===== config.mk =====
export PLATFORM = sky130hd
export DESIGN_NAME = thumb_imm_sequencer_flat
export DESIGN_NICKNAME = d
export VERILOG_FILES = /design/src/rtl/thumb_imm_sequencer_if.sv /design/src/rtl/thumb_imm_sequencer.sv /design/src/flat_wrapper.sv
export SDC_FILE = /design/constraint.sdc
export NUM_CORES = 1
export LEC_CHECK = 0
export ABC_AREA = 0
export CAP_MARGIN = 0
export CELL_PAD_IN_SITES_DETAIL_PLACEMENT = 1
export CELL_PAD_IN_SITES_GLOBAL_PLACEMENT = 1
export CORE_ASPECT_RATIO = 1.5
export CORE_MARGIN = 1
export CORE_UTILIZATION = 40
export DETAILED_ROUTE_END_ITERATION = 10
export PLACE_DENSITY = 0.9
export SETUP_SLACK_MARGIN = 0.4
export SYNTH_ARGS = -nofsm -noshare
export SYNTH_HDL_FRONTEND = slang
export SYNTH_SLANG_ARGS = --single-unit

===== constraint.sdc =====
create_clock -name clk -period 4.2 [get_ports clk]
set_input_delay 0.42 -clock clk [delete_from_list [all_inputs] [get_ports clk]]
set_output_delay 0.42 -clock clk [all_outputs]
set_load 0.05 [all_outputs]

===== src/rtl/thumb_imm_sequencer_if.sv =====
// rtl/thumb_imm_sequencer_if.sv - instruction-in / immediate-out handshake bundle for thumb_imm_sequencer
interface thumb_imm_sequencer_if;
   logic        inst_valid;
   logic        inst_ready;
   logic [15:0] inst;
   logic        flush;
   logic        imm_valid;
   logic        imm_ready;
   logic [31:0] imm_ex;
   logic [2:0]  imm_kind;
   logic        bl_err;

   modport master (
      output inst_valid, inst, flush, imm_ready,
      input  inst_ready, imm_valid, imm_ex, imm_kind, bl_err
   );

   modport slave (
      input  inst_valid, inst, flush, imm_ready,
      output inst_ready, imm_valid, imm_ex, imm_kind, bl_err
   );
endinterface


===== src/rtl/thumb_imm_sequencer.sv =====
// rtl/thumb_imm_sequencer.sv - Thumb immediate-field decode/extend with 2-entry output buffer
// BL prefix/suffix pairing and bl_err are built only when THUMB_IMMSEQ_BL_EN is defined.
module thumb_imm_sequencer (
   input  logic                 clk,
   input  logic                 rst_n,
   thumb_imm_sequencer_if.slave bus
);
   logic [4:0]  op;
   logic        accept;
   logic        pop;
   logic        push;
   logic        base_valid;
   logic [31:0] base_imm;
   logic [2:0]  base_kind;
   logic        dec_valid;
   logic [31:0] dec_imm;
   logic [2:0]  dec_kind;
   logic [31:0] mem_imm [2];
   logic [2:0]  mem_kind [2];
   logic        wr_ptr;
   logic        rd_ptr;
   logic [1:0]  count;

   assign op             = bus.inst[15:11];
   assign bus.inst_ready = (count < 2'd2);
   assign accept         = bus.inst_valid && bus.inst_ready && !bus.flush;
   assign pop            = bus.imm_valid && bus.imm_ready && !bus.flush;
   assign push           = accept && dec_valid;

   // Single-word formats; BL halves fall through to "no output" here.
   always_comb begin
      base_valid = 1'b1;
      base_imm   = '0;
      base_kind  = 3'd0;
      if (op == 5'b00011) begin
         base_valid = bus.inst[10];
         base_kind  = 3'd0;
         base_imm   = {29'd0, bus.inst[8:6]};
      end else if (op[4:2] == 3'b000 || op == 5'b01111) begin
         base_kind = 3'd1;
         base_imm  = {27'd0, bus.inst[10:6]};
      end else if (op == 5'b01101) begin
         base_kind = 3'd2;
         base_imm  = {25'd0, bus.inst[10:6], 2'b00};
      end else if (op[4:2] == 3'b001) begin
         base_kind = 3'd3;
         base_imm  = {24'd0, bus.inst[7:0]};
      end else if (op == 5'b01001 || op[4:1] == 4'b1001) begin
         base_kind = 3'd4;
         base_imm  = {22'd0, bus.inst[7:0], 2'b00};
      end else if (op[4:1] == 4'b1101 && bus.inst[11:9] != 3'b111) begin
         base_kind = 3'd5;
         base_imm  = {{23{bus.inst[7]}}, bus.inst[7:0], 1'b0};
      end else if (op == 5'b11100) begin
         base_kind = 3'd6;
         base_imm  = {{20{bus.inst[10]}}, bus.inst[10:0], 1'b0};
      end else begin
         base_valid = 1'b0;
      end
   end

`ifdef THUMB_IMMSEQ_BL_EN
   typedef enum logic {IDLE = 1'b0, PREFIX = 1'b1} state_t;
   state_t      state;
   state_t      state_next;
   logic [10:0] hi;
   logic [10:0] hi_next;
   logic        is_prefix;
   logic        is_suffix;
   logic        err_next;
   logic        err_q;

   assign is_prefix = (op == 5'b11110);
   assign is_suffix = (op == 5'b11111);

   always_ff @(posedge clk or negedge rst_n) begin
      if (!rst_n) begin
         state <= IDLE;
         hi    <= '0;
         err_q <= 1'b0;
      end else begin
         state <= state_next;
         hi    <= hi_next;
         err_q <= err_next;
      end
   end

   always_comb begin
      state_next = state;
      hi_next    = hi;
      if (bus.flush) begin
         state_next = IDLE;
      end else if (accept) begin
         state_next = is_prefix ? PREFIX : IDLE;
         if (is_prefix) hi_next = bus.inst[10:0];
      end
   end

   // Any word other than a suffix arriving while a prefix is held breaks the pair.
   always_comb begin
      dec_valid = base_valid;
      dec_imm   = base_imm;
      dec_kind  = base_kind;
      err_next  = accept && (is_suffix ? (state == IDLE) : (state == PREFIX));
      if (is_suffix) begin
         dec_valid = (state == PREFIX);
         dec_imm   = {{9{hi[10]}}, hi, bus.inst[10:0], 1'b0};
         dec_kind  = 3'd7;
      end
   end

   assign bus.bl_err = err_q;
`else
   assign dec_valid  = base_valid;
   assign dec_imm    = base_imm;
   assign dec_kind   = base_kind;
   assign bus.bl_err = 1'b0;
`endif

   always_ff @(posedge clk or negedge rst_n) begin
      if (!rst_n) begin
         count       <= 2'd0;
         wr_ptr      <= 1'b0;
         rd_ptr      <= 1'b0;
         mem_imm[0]  <= '0;
         mem_imm[1]  <= '0;
         mem_kind[0] <= '0;
         mem_kind[1] <= '0;
      end else if (bus.flush) begin
         count  <= 2'd0;
         wr_ptr <= 1'b0;
         rd_ptr <= 1'b0;
      end else begin
         if (push) begin
            mem_imm[wr_ptr]  <= dec_imm;
            mem_kind[wr_ptr] <= dec_kind;
            wr_ptr           <= ~wr_ptr;
         end
         if (pop) rd_ptr <= ~rd_ptr;
         case ({push, pop})
            2'b10:   count <= count + 2'd1;
            2'b01:   count <= count - 2'd1;
            default: ;
         endcase
      end
   end

   assign bus.imm_valid = (count != 2'd0);
   assign bus.imm_ex    = mem_imm[rd_ptr];
   assign bus.imm_kind  = mem_kind[rd_ptr];
endmodule


===== src/flat_wrapper.sv =====
// flat-port wrapper written by rule: the top's interface ports become plain ports
module thumb_imm_sequencer_flat 
  (clk, rst_n, bus_inst_valid, bus_inst, bus_flush, bus_imm_ready, bus_inst_ready, bus_imm_valid, bus_imm_ex, bus_imm_kind, bus_bl_err);
  thumb_imm_sequencer_if bus_i ();
  input  logic clk;
  input  logic rst_n;
  input wire logic [$bits(bus_i.inst_valid)-1:0] bus_inst_valid;
  input wire logic [$bits(bus_i.inst)-1:0] bus_inst;
  input wire logic [$bits(bus_i.flush)-1:0] bus_flush;
  input wire logic [$bits(bus_i.imm_ready)-1:0] bus_imm_ready;
  output wire logic [$bits(bus_i.inst_ready)-1:0] bus_inst_ready;
  output wire logic [$bits(bus_i.imm_valid)-1:0] bus_imm_valid;
  output wire logic [$bits(bus_i.imm_ex)-1:0] bus_imm_ex;
  output wire logic [$bits(bus_i.imm_kind)-1:0] bus_imm_kind;
  output wire logic [$bits(bus_i.bl_err)-1:0] bus_bl_err;
  assign bus_i.inst_valid = bus_inst_valid;
  assign bus_i.inst = bus_inst;
  assign bus_i.flush = bus_flush;
  assign bus_i.imm_ready = bus_imm_ready;
  assign bus_inst_ready = bus_i.inst_ready;
  assign bus_imm_valid = bus_i.imm_valid;
  assign bus_imm_ex = bus_i.imm_ex;
  assign bus_imm_kind = bus_i.imm_kind;
  assign bus_bl_err = bus_i.bl_err;
  thumb_imm_sequencer u_core (.clk(clk), .rst_n(rst_n), .bus(bus_i));
endmodule

# == Yosys cells after proc, flatten, opt, wreduce, memory -nomap -nowiden ==
# Cells that the tools add are included.
# word_totals
register_bits,74
output_inout_bits,38
word_cells,84
# classes
addsub,2
n_lt_le_gt_ge,4
n_eq_ne,11
mux,39
bitwise_logic,5
reduce_logical,16
# op_table
operator,n
$mux 32,11
$bwmux 64,1
$mux 3,11
$demux 32 s1,1
$eq 5x4->1 const B,3
$mux 1,11
$eq 4x4->1 const B,2
$logic_and 1x1->1,7
$bwmux 6,1
$reduce_bool 2->1,3
$eq 5x2->1 const B,1
$eq 5x5->1 const B,1
$ge 2x2->1 const B,2
$not 1->2,2
$pmux 2 s2,1
$demux 3 s1,1
$eq 3x1->1 const B,1
$logic_not 3->1,1
$ne 3x3->1 const B,1
$not 1->1,3
$reduce_bool 3->1,1
$add 2x1->2 const B,1
$eq 2x1->1 const B,1
$eq 2x2->1 const B,1
other kinds (7),8

# == Longest topological paths before layout ==
# Gate-level depths: netlist of run 1.
# logic_depth
depth_word,12
mapped_depth,8

# == Worst setup path before layout of run 1 ==
# No wires, ideal clock.
# synth_timing
kind,reg-to-output
startpoint,register u_core.rd_ptr
endpoint,output bus_imm_ex[12]
arrival_time_ns,1.783
required_time_ns,3.780
path_slack_ns,1.997
stages_incl_launch_ff,5
n_path_buf,3
path_cell_list,dfrtp_1 clkbuf_1 clkbuf_1 mux2_2 buf_4
# synth_via
elab_chain_len,4
# synth_lines
element,line,rtl
from (decl),thumb_imm_sequencer.sv:21,logic rd_ptr;
from (signal assigned),thumb_imm_sequencer.sv:139,if (pop) rd_ptr <= ~rd_ptr;
$not 1->2 (not written as such),thumb_imm_sequencer.sv:149,assign bus.imm_ex = mem_imm[rd_ptr];
$mux 32 (not written as such) (3 in series),thumb_imm_sequencer.sv:149,
to (decl),flat_wrapper.sv:13,output wire logic [$bits(bus_i.imm_ex)-1:0] bus_imm_ex;
# No other way between the ends. The select of a mux whose other input is x is not followed.

# == Worst setup path after layout of run 1 ==
# layout_timing
startpoint,input bus_inst[13]
endpoint,register u_core.mem_imm[34] (netlist name)
# layout_via
elab_chain_len,10
# layout_lines
element,line,rtl
from (decl),flat_wrapper.sv:8,input wire logic [$bits(bus_i.inst)-1:0] bus_inst;
$eq 5x5->1 / $eq 4x4->1 (equally long branches),"thumb_imm_sequencer.sv:54, thumb_imm_sequencer.sv:51",
$mux 1 / $logic_and 1x1->1 (equally long branches),"thumb_imm_sequencer.sv:54, thumb_imm_sequencer.sv:51",
$mux 1,thumb_imm_sequencer.sv:51,end else if (op[4:1] == 4'b1101 && bus.inst[11:9] != 3'b111) begin
$mux 1,thumb_imm_sequencer.sv:48,end else if (op == 5'b01001 || op[4:1] == 4'b1001) begin
$mux 1,thumb_imm_sequencer.sv:45,end else if (op[4:2] == 3'b001) begin
$mux 1,thumb_imm_sequencer.sv:42,end else if (op == 5'b01101) begin
$mux 1,thumb_imm_sequencer.sv:39,end else if (op[4:2] == 3'b000 || op == 5'b01111) begin
$mux 1,thumb_imm_sequencer.sv:35,if (op == 5'b00011) begin
$logic_and 1x1->1,thumb_imm_sequencer.sv:28,assign push = accept && dec_valid;
$reduce_and 2->1 (no line),-,
"to (signal, indexed assignment)",thumb_imm_sequencer.sv:135,mem_imm[wr_ptr] <= dec_imm;
to (decl),thumb_imm_sequencer.sv:18,logic [31:0] mem_imm [2];
# Parallel ways exist; a longest one is shown, timed or not.
# A chain may end at the register's enable or synchronous reset.

==> summary.txt, run 1 <==
Pwr
  • Total Power Consumption: 1.10 mW
  • Worst ir drop on vdd: 0.164 mV
  • Static Leak: 1.27 nW
  • Total power density per cell area: 378 nW/um2

Placed design
  • HPWL after detailed placement: 4.71 mm
  • Final GP Congestion: 0.906
  • Number of I/O port buffers: 57
  • Inst Count DP: 357

Clock tree
  • Total number of clock tree sinks: 34
  • Num CTS Buffers: 5
  • TritonCTS clock tree: yes
  • Resized Gates After CTS: 0
  • Worst-skew pair later-pin latency: 0.29 ns
  • Maximum root-to-sink buffer count: 2
  • Clock Root Buffer: sky130_fd_sc_hd__clkbuf_8
  • Post-CTS Setup Repair Bufs: 0
  • Hold-fix buffers at CTS: 0
  • Number of levels in the clock H-tree: 2
  • Clock slew at reported path FFs: 0.06 ns

Timing
  • Worst-case headroom to the max-slew limit: 49.9%
  • RSZ-0062 raised after global routing: false
  • Ratio of final minimum period to clock period: 70.6%
  • Time the final worst path needs with I/O delays and setup: 2.97 ns
  • Hold Slack: 0.477 ns
  • Final number of hold-violating endpoints: 0
  • Worst-margin pin slew: 0.752 ns
  • Final count of pins violating max slew: 0
  • Setup total negative slack: 0 ns
  • Setup-failing EPs final: 0
  • Post-route clock skew: 0.00817 ns
  • Maximum frequency from static timing analysis: 337 MHz

Global route
  • Number of antenna violations at the first check in global routing: 0
  • Met2 track demand over resource in global routing: 41.3%
  • Most Used Layer, Global Route: met2
  • Met3 usage: 2.37%
  • Leftover overflow at the end of global routing: 0
  • First-pass GRT wire length: 10.8 mm
  • Met1 track demand over resource in global routing: 26.7%
  • Via count of the first global-routing pass: 2156
  • Total routing usage reported by global routing: 22.9%
  • Largest net degree at the start of global routing: 35

Synth
  • Cells after Synth: 264
  • Synthesized area per cell: 8.99 um2
  • Post-Synth Adder-Cell Area: 0%
  • Top flip-flop cell by instance count after synthesis: sky130_fd_sc_hd__dfrtp_1
  • Post-Synth Simple-Gate Area: 14.4%
  • Post-synth top cells: sky130_fd_sc_hd__dfrtp_1, sky130_fd_sc_hd__o21ai_0, sky130_fd_sc_hd__buf_4, sky130_fd_sc_hd__mux2_2, sky130_fd_sc_hd__nand2_1
  • Number of unique standard cell types used by synthesis: 45
  • Synth area leaders: sky130_fd_sc_hd__dfrtp_1, sky130_fd_sc_hd__mux2_2, sky130_fd_sc_hd__buf_4
  • Yosys reg bits: 34
  • Ys Warns: 0
  • Complex-gate fraction of the synthesized area: 21.5%
  • Mapped Area: 2370 um2
  • Area fraction of the dominant cell type after synthesis: 35.8%
  • EDFF count, synth: 0
  • Largest family of logic cells by synthesized area: compound AO/OA/AOI/OAI gates
  • Post-synth ARST share: 100%
  • Portion of netlist area occupied by mux cells: 14.4%
  • Synthesized net count: 285
  • Proportion of synthesized chip area in sequential cells: 35.8%
  • Synth area leader: sky130_fd_sc_hd__dfrtp_1
  • Most numerous cell in the Yosys netlist: sky130_fd_sc_hd__dfrtp_1
  • Fraction of synthesized cell area in xor and xnor cells: 0.738%

Setup path
  • Largest fanout of any net on the critical path: 21
  • Top Family by Delay on Critical Path: compound AO/OA/AOI/OAI gates
  • Kind of start point of the critical path: input pin
  • Critical-path cell with the highest stage delay: sky130_fd_sc_hd__clkdlybuf4s50_1
  • CP required: 4.32 ns
  • Data arrival at the endpoint of the critical path: 3.09 ns
  • Stage delay of the slowest cell on the critical path: 0.76 ns
  • Class of the most critical setup path: in2reg
  • R2r startpoint: u_core.count[1]
  • Buf/Inv on CP: 1
  • R2R Setup Slk: 2.33 ns
  • Number of cell instances on the worst register-to-register path: 5
  • Cell breakdown of the critical path: clkdlybuf4s50_1 > or4_1 > o211ai_2 > a211o_1 > mux2i_1 > o31ai_1
  • Worst flop-to-flop path endpoint: u_core.mem_imm[6]
  • Setup crit end kind: flop

Routing
  • DRT iter0 DRCs: 121
  • Via count of the routed design: 2076
  • Total Wirelength: 6.71 mm
  • Mean number of vias per cell: 5.69
  • Count of nets left with antenna violations after detail routing: 0
  • Number of detailed-routing iterations run before antenna repair: 6
  • Routed len/inst: 18.4 um
  • DRC: 0

Floorplan
  • X dimension of the die: 64.9 um
  • Core footprint: 5740 um2
  • Count of standard-cell rows: 34
  • Die area: 6250 um2
  • Vertical extent of the die: 96.3 um
  • Number of primary I/O pins: 59
  • Initial cell density of the core: 41.3%

Worst hold path
  • Worst hold-check path type: reg2reg
  • Hold Path Depth: 2
  • Worst Hold Path EP: u_core.mem_imm[39]
  • Launch instance of the worst min-delay path: u_core.mem_imm[39]

Finish
  • Final Core Density: 50.7%
  • Antenna diode count: 0
  • Final cell count without fillers: 365
  • Layout Nets: 313
  • Synthesis-to-layout area growth: 22.7%
  • Layout cell share with drive strength beyond 1: 14.7%

Run status
  • Status: finished, final reports clean

Job
  • Total of max-cap violations: 0
==> per-stage QoR <==
| stage | worst slack (ns) | instance area (um2) |
|---|---|---|
| global placement | 1.11 | 2800 |
| floorplan | 2.00 | 2370 |
| detailed placement | 1.01 | 2800 |
| global route | 1.14 | 2910 |
| CTS | 1.27 | 2910 |
| finish | 1.23 | 2910 |
==> kinds of logic (layout without fill, tap and decap cells) <==
logic type | count (synthesis) | after routing
AO/OA/AOI/OAI | 79 | 79
AND/OR/NAND/NOR | 66 | 66
buffers and inverters | 51 | 80
flip-flops | 34 | 34
multiplexers | 31 | 31
XOR/XNOR | 2 | 2
other | 1 | 1
==> tightest hold or removal path, cell delays in order, from the launching register on <==
cell and delay [ns]:
sky130_fd_sc_hd__dfrtp_1 0.34, sky130_fd_sc_hd__nand2_1 0.05, sky130_fd_sc_hd__o31ai_1 0.05
==> flip-flops by register name, indices dropped and copies added (netlist names) <==
signal,cells
u_core.rd_ptr,1
u_core.wr_ptr,1
u_core.mem_kind,6
u_core.count,2
u_core.mem_imm,24
==> area by class of cell <==
type	instances	area [um2]
Multi-Input combinational cell	179	1210
Fill cell	664	2830
Tap cell	72	90.1
Timing Repair Buffer	62	608
Inverter	10	37.5
Sequential cell	34	851
Clock buffer	8	110
==> placed cells by master (no fill, tap or decap), types with 5 or more instances in the layout <==
cell / n
sky130_fd_sc_hd__mux2i_1: 6
sky130_fd_sc_hd__clkbuf_8: 8
sky130_fd_sc_hd__nand2_1: 25
sky130_fd_sc_hd__nor2_1: 13
sky130_fd_sc_hd__mux2_2: 25
sky130_fd_sc_hd__buf_4: 5
sky130_fd_sc_hd__a21oi_1: 18
sky130_fd_sc_hd__o31ai_1: 8
sky130_fd_sc_hd__clkdlybuf4s50_1: 57
sky130_fd_sc_hd__o21ai_0: 30
sky130_fd_sc_hd__dfrtp_1: 34
sky130_fd_sc_hd__inv_1: 10
==> routing by layer <==
metal / vias to the layer above / wire length (um) / part of all wire [%]
met1: 1025 / 2690 / 40
met2: 64 / 3660 / 54
li1: 971 / - / -
met3: 16 / 184 / 2.7
met4: 0 / 181 / 2.7
met5: - / 0 / 0
==> worst max-delay path by stage <==
stage	endpoint	start	depth (start not counted)
floorplan	bus_imm_ex[12]	u_core.rd_ptr	4
CTS	u_core.mem_imm[34]	bus_inst[13]	6
finish	u_core.mem_imm[34]	bus_inst[13]	6
global route	u_core.mem_imm[34]	bus_inst[13]	6
detailed placement	u_core.mem_imm[62]	bus_inst[13]	5
global placement	u_core.mem_imm[9]	bus_inst[13]	5
==> power breakdown <==
part | total (mW) | switching [mW] | internal (mW)
logic | 0.408 | 0.256 | 0.152
registers | 0.411 | 0.0303 | 0.380
clock network | 0.282 | 0.116 | 0.166
Power figures use the tool's default switching activity.
==> run 2, diff against run 1 <==
--- a/config.mk
+++ b/config.mk
@@ -11,9 +11,9 @@
 export CELL_PAD_IN_SITES_GLOBAL_PLACEMENT = 1
 export CORE_ASPECT_RATIO = 1.5
 export CORE_MARGIN = 1
-export CORE_UTILIZATION = 40
+export CORE_UTILIZATION = 37
 export DETAILED_ROUTE_END_ITERATION = 10
-export PLACE_DENSITY = 0.9
+export PLACE_DENSITY = 0.84
 export SETUP_SLACK_MARGIN = 0.4
 export SYNTH_ARGS = -nofsm -noshare
 export SYNTH_HDL_FRONTEND = slang
==> constraint.sdc (replaced) <==
create_clock -name clk -period 2.8 [get_ports clk]
set_input_delay 0.28 -clock clk [delete_from_list [all_inputs] [get_ports clk]]
set_output_delay 0.28 -clock clk [all_outputs]
set_load 0.05 [all_outputs]
==> summary.txt, run 2 (synthesized netlist as in run 1, its figures left out) <==
Clock tree
  • Post-CTS Setup Repair Bufs: 0 (unchanged)
  • Clock Root Buffer: sky130_fd_sc_hd__clkbuf_8
  • Hold-fix buffers at CTS: 0 (unchanged)
  • TritonCTS clock tree: yes
  • Total number of clock tree sinks: 34 (unchanged)
  • Maximum root-to-sink buffer count: 2 (unchanged)
  • Num CTS Buffers: 5 (unchanged)
  • Clock slew at reported path FFs: 0.07 ns (about the same)
  • Number of levels in the clock H-tree: 2 (unchanged)
  • Worst-skew pair later-pin latency: 0.29 ns (about the same)

Global route
  • Leftover overflow at the end of global routing: 0 (unchanged)
  • First-pass GRT wire length: 10.6 mm (-1.9%)
  • Total routing usage reported by global routing: 21.2% (-1.7 points)
  • Largest net degree at the start of global routing: 35 (unchanged)
  • Number of antenna violations at the first check in global routing: 0 (unchanged)
  • Via count of the first global-routing pass: 2140 (-0.74%)

Pwr
  • Worst ir drop on vdd: 0.217 mV (+33%)
  • Static Leak: 1.75 nW (+38%)
  • Total power density per cell area: 549 nW/um2 (+45%)

Setup path
  • Critical path origin: u_core.rd_ptr
  • Buf/Inv on CP: 2 (+1)
  • Data arrival at the endpoint of the critical path: 2.04 ns (-1.05 ns)
  • R2r startpoint: u_core.count[1]
  • Class of the most critical setup path: reg2out
  • Cell breakdown of the critical path: buf_4 > mux2_2 > clkdlybuf4s50_1
  • Largest fanout of any net on the critical path: 8 (-62%)
  • Setup crit end kind: output pin
  • Stage delay of the slowest cell on the critical path: 0.70 ns (-0.06 ns)
  • Kind of start point of the critical path: flop
  • Top Family by Delay on Critical Path: buffers and inverters
  • CP required: 2.52 ns (-1.80 ns)
  • Critical-path cell with the highest stage delay: sky130_fd_sc_hd__clkdlybuf4s50_1

Finish
  • Most common cell after layout, fill and taps aside: sky130_fd_sc_hd__dfrtp_1
  • Register area: 851 um2 (unchanged)
  • Area taken by multi-input logic gates: 1220 um2 (+0.21%)
  • Layout cell share with drive strength beyond 1: 17.3% (+2.6 points)
  • Most frequent cells in the layout: sky130_fd_sc_hd__dfrtp_1, sky130_fd_sc_hd__o21ai_0, sky130_fd_sc_hd__clkdlybuf4s50_1
  • Layout Nets: 321 (+2.6%)
  • Largest regs: u_core.mem_imm x24, u_core.mem_kind x6, u_core.count x2
  • Number of flip-flops under the largest register name: 24 (unchanged)
  • Largest Register: u_core.mem_imm
  • Final cell count without fillers: 375 (+2.7%)
  • Fillers: 709 (+6.8%)
  • Synthesis-to-layout area growth: 27.8%
  • Antenna diode count: 0 (unchanged)

Timing
  • RSZ-0062 raised after global routing: false
  • Post-route clock skew: 0.00275 ns (-0.00542 ns)
  • Final count of pins violating max slew: 0 (unchanged)
  • Final number of hold-violating endpoints: 0 (unchanged)
  • Worst-case headroom to the max-slew limit: 63.6% (+14 points)
  • Worst path setup slack after routing: 0.482 ns (-0.751 ns)
  • Ratio of final minimum period to clock period: 82.8%
  • Time the final worst path needs with I/O delays and setup: 2.32 ns
  • Setup total negative slack: 0 ns (unchanged)
  • Worst-margin pin slew: 0.547 ns (-0.205 ns)
  • Maximum frequency from static timing analysis: 431 MHz
  • Setup-failing EPs final: 0 (unchanged)

Placed design
  • Final GP Congestion: 0.904 (-0.20%)
  • Setup WS pre-CTS: 0.272 ns (-0.737 ns)
  • HPWL after detailed placement: 4.95 mm (+5.2%)
  • Number of I/O port buffers: 57 (unchanged)
  • Inst Count DP: 367 (+2.8%)

Routing
  • Mean number of vias per cell: 5.59 (-1.8%)
  • Count of nets left with antenna violations after detail routing: 0 (unchanged)
  • DRC: 0 (unchanged)
  • Total Wirelength: 6.53 mm (-2.6%)
  • Number of detailed-routing iterations run before antenna repair: 4 (-2)
  • Routed len/inst: 17.4 um (-5.2%)
  • Via count of the routed design: 2095 (+0.92%)
  • DRT iter0 DRCs: 46 (-62%)

Floorplan
  • Core footprint: 6170 um2 (+7.5%)
  • Die area: 6750 um2 (+7.9%)
  • Number of primary I/O pins: 59 (unchanged)
  • Count of standard-cell rows: 35 (+2.9%)
  • Initial cell density of the core: 38.4% (-2.9 points)
  • Vertical extent of the die: 100 um (+3.9%)
  • X dimension of the die: 67.4 um (+3.9%)

Run status
  • Status: finished, final reports clean

Worst hold path
  • Worst hold-check path type: in2async

Job
  • Total of max-cap violations: 0 (unchanged)
-- run 2: changes by cell type in the layout (fill, tap and decap cells not counted) --
cell	change
sky130_fd_sc_hd__clkdlybuf4s50_1	-28
sky130_fd_sc_hd__nor2_2	+1
sky130_fd_sc_hd__clkinv_2	+2
sky130_fd_sc_hd__buf_4	+8
sky130_fd_sc_hd__clkbuf_8	-3
sky130_fd_sc_hd__nor2_1	-1
sky130_fd_sc_hd__dlygate4sd2_1	+3
sky130_fd_sc_hd__dlymetal6s2s_1	+25
sky130_fd_sc_hd__bufinv_16	+1
-- run 2: final timing paths --
| path | slack, ns | end | cells after the start |
|---|---|---|---|
| worst max-delay path | 0.48 | bus_imm_ex[7] | 3 |
| worst min-delay path | 0.40 | u_core.mem_imm[0] | 2 |
| worst max register to register | 1.22 | u_core.mem_kind[3] | 7 |
| worst min register to register | 0.49 | u_core.mem_kind[1] | 2 |
| max in group asynchronous | 2.09 | u_core.mem_imm[4] | 2 |
| min in group clk | 0.49 | u_core.mem_kind[1] | 2 |
-- run 2: repair_timing --
item,in CTS,in global routing
endpoints found under the setup margin,16,29
gates cloned,0,0
resized for setup,3,26
-- run 2: layout make-up --
cell class                 count  share of cell area (%)
multi-input combinational    179                    40.1
sequential                    34                    28.0
timing repair buffer          70                    24.0
tap                           74                    3.05
clock buffer                   5                    2.27
clock inverter                 3                    1.32
inverter                      10                    1.24
-- run 2: per-stage QoR --
stage          hold slack [ns]  util, %  power, mW  cell area [um2]
2_1_floorplan          -0.0156        -       1.05             2370
3_3_place_gp             0.456     46.4       1.22             2860
3_5_place_dp             0.475     46.4       1.24             2860
4_1_cts                  0.412     48.1       1.68             2970
5_1_grt                  0.445     49.1       1.75             3030
6_report                 0.398     49.1       1.67             3030
-- run 2: where the power goes --
group / switching, mW / total [mW] / internal [mW]
logic: 0.383 / 0.612 / 0.229
clock network: 0.179 / 0.441 / 0.262
registers: 0.0426 / 0.613 / 0.570
-- run 2: routing by layer --
layer,global-route usage [%],wire [um],up-vias,part of all wire (%)
met2,36.5,3470,59,53
met3,2.61,238,12,3.6
met1,25.4,2660,1036,41
met5,0,0,-,0
li1,-,-,988,-
met4,9.98,162,0,2.5
-- run 2: worst reg2reg max path, stage by stage (launching register included) --
cell and delay [ns]:
sky130_fd_sc_hd__dfrtp_1 0.43, sky130_fd_sc_hd__nor2_1 0.13, sky130_fd_sc_hd__o211ai_2 0.12, sky130_fd_sc_hd__a211o_1 0.24
sky130_fd_sc_hd__buf_4 0.21, sky130_fd_sc_hd__buf_4 0.19, sky130_fd_sc_hd__nand2_1 0.07, sky130_fd_sc_hd__o21ai_0 0.08
==> run 3, diff against run 2 <==
==> constraint.sdc (replaced) <==
create_clock -name clk -period 2.3 [get_ports clk]
set_input_delay 0.23 -clock clk [delete_from_list [all_inputs] [get_ports clk]]
set_output_delay 0.23 -clock clk [all_outputs]
set_load 0.05 [all_outputs]
==> summary.txt, run 3 (synthesized netlist as in run 1, its figures left out) <==
Run status
  • Status: finished, final reports clean

Finish
  • Largest regs: u_core.mem_imm x24, u_core.mem_kind x6, u_core.count x2
  • Layout Nets: 331 (+3.1%)
  • Most common cell after layout, fill and taps aside: sky130_fd_sc_hd__buf_4
  • Number of flip-flops under the largest register name: 24 (unchanged)
  • Largest Register: u_core.mem_imm
  • Most frequent cells in the layout: sky130_fd_sc_hd__buf_4, sky130_fd_sc_hd__dfrtp_1, sky130_fd_sc_hd__o21ai_0
  • Final instance area: 3020 um2 (-0.58%)
  • Final cell count without fillers: 384 (+2.4%)
  • Synthesis-to-layout area growth: 27.1%
  • Layout cell share with drive strength beyond 1: 31.3% (+14 points)
  • Antenna diode count: 0 (unchanged)

Timing
  • Final count of pins violating max slew: 0 (unchanged)
  • Maximum frequency from static timing analysis: 551 MHz
  • Time the final worst path needs with I/O delays and setup: 1.81 ns
  • Post-route clock skew: 0.00385 ns (+0.00110 ns)
  • RSZ-0062 raised after global routing: true
  • Final number of hold-violating endpoints: 0 (unchanged)
  • Setup-failing EPs final: 0 (unchanged)
  • Ratio of final minimum period to clock period: 78.9%

Clock tree
  • Clock slew at reported path FFs: 0.07 ns (about the same)
  • Clock Root Buffer: sky130_fd_sc_hd__clkbuf_8
  • Num CTS Buffers: 5 (unchanged)
  • Worst-skew pair later-pin latency: 0.29 ns (about the same)
  • Total number of clock tree sinks: 34 (unchanged)
  • Post-CTS Setup Repair Bufs: 0 (unchanged)
  • Maximum root-to-sink buffer count: 2 (unchanged)
  • TritonCTS clock tree: yes
  • Hold-fix buffers at CTS: 0 (unchanged)
  • Number of levels in the clock H-tree: 2 (unchanged)

Routing
  • DRT iter0 DRCs: 89 (+93%)
  • Total Wirelength: 6.49 mm (-0.67%)
  • Via count of the routed design: 2169 (+3.5%)
  • Mean number of vias per cell: 5.65 (+1.1%)
  • DRC: 0 (unchanged)
  • Routed len/inst: 16.9 um (-3.0%)
  • Count of nets left with antenna violations after detail routing: 0 (unchanged)
  • Number of detailed-routing iterations run before antenna repair: 4 (unchanged)

Floorplan
  • Die area: 6750 um2 (unchanged)
  • Initial cell density of the core: 38.4% (unchanged)
  • Core footprint: 6170 um2 (unchanged)
  • Count of standard-cell rows: 35 (unchanged)
  • Vertical extent of the die: 100 um (unchanged)
  • Number of primary I/O pins: 59 (unchanged)
  • X dimension of the die: 67.4 um (unchanged)

Global route
  • Largest net degree at the start of global routing: 35 (unchanged)
  • First-pass GRT wire length: 10.7 mm (+0.90%)
  • Total routing usage reported by global routing: 21.2% (+0.070 points)
  • Via count of the first global-routing pass: 2208 (+3.2%)
  • Leftover overflow at the end of global routing: 0 (unchanged)
  • Number of antenna violations at the first check in global routing: 0 (unchanged)

Placed design
  • Number of I/O port buffers: 57 (unchanged)
  • Post-DP Area: 2930 um2 (+2.4%)
  • HPWL after detailed placement: 5.09 mm (+2.7%)
  • Final GP Congestion: 0.895 (-0.97%)
  • Inst Count DP: 377 (+2.7%)

Job
  • Total of max-cap violations: 0 (unchanged)

Pwr
  • Static Leak: 1.45 nW (-17%)
  • Worst ir drop on vdd: 0.221 mV (+1.7%)
  • Total power density per cell area: 634 nW/um2 (+16%)

Setup path
  • CP required: 2.07 ns (-0.45 ns)
  • Setup crit end kind: output pin
  • Kind of start point of the critical path: flop
  • Class of the most critical setup path: reg2out
  • Data arrival at the endpoint of the critical path: 1.58 ns (-0.46 ns)
  • Largest fanout of any net on the critical path: 21 (+13)

Worst hold path
  • Worst hold-check path type: in2async
-- run 3: worst max-delay path: stages (launching register included) --
cell	delay [ns]
sky130_fd_sc_hd__dfrtp_1	0.40
sky130_fd_sc_hd__buf_6	0.22
sky130_fd_sc_hd__mux2_4	0.44
sky130_fd_sc_hd__buf_4	0.23
-- run 3: worst paths after layout --
kind	from	end	slack, ns	cells after the start
max	u_core.rd_ptr	bus_imm_ex[18]	0.49	3
min	rst_n	u_core.mem_kind[0]	0.36	2
max reg2reg	u_core.count[1]	u_core.mem_kind[2]	0.66	7
min reg2reg	u_core.mem_imm[32]	u_core.mem_imm[32]	0.48	2
max in group asynchronous	rst_n	u_core.mem_imm[3]	1.62	2
min in group clk	u_core.mem_imm[32]	u_core.mem_imm[32]	0.48	2
-- run 3: where the power goes --
part	switching [mW]	total, mW	internal (mW)
combinational	0.470	0.750	0.280
clock	0.216	0.419	0.203
sequential	0.0494	0.744	0.694
-- run 3: area by class of cell --
cell class                 count  area [um2]
sequential                    34         851
inverter                      10        37.5
timing repair buffer          80         727
clock inverter                 2        10.0
clock buffer                   5        68.8
fill                         725        3160
multi-input combinational    179        1230
tap                           74        92.6
-- run 3: layer usage --
layer  wire [um]  track usage, %  vias up  share of wire [%]
met5           0               0        -                  0
met4         160            9.49        0                2.5
met1        2580            24.9     1073                 40
li1            -               -     1006                  -
met2        3450            37.6       78                 53
met3         305            2.39       12                4.7
-- run 3: metrics by stage --
stage	hold slack (ns)	util [%]	TNS [ns]	worst slack, ns	power, mW
floorplan	-0.0656	-	0	0.416	1.28
global placement	0.455	47.5	0	0.0599	1.49
detailed placement	0.470	47.5	-0.00531	-0.00531	1.51
CTS	0.385	48.7	0	0.440	1.92
global route	0.393	48.9	0	0.364	2.00
finish	0.362	48.9	0	0.485	1.91
-- run 3: repair_timing --
item,in CTS,in global routing
pin swaps,2,0
resized for setup,9,4
endpoints found under the hold margin,0,0
setup endpoints to repair,47,15
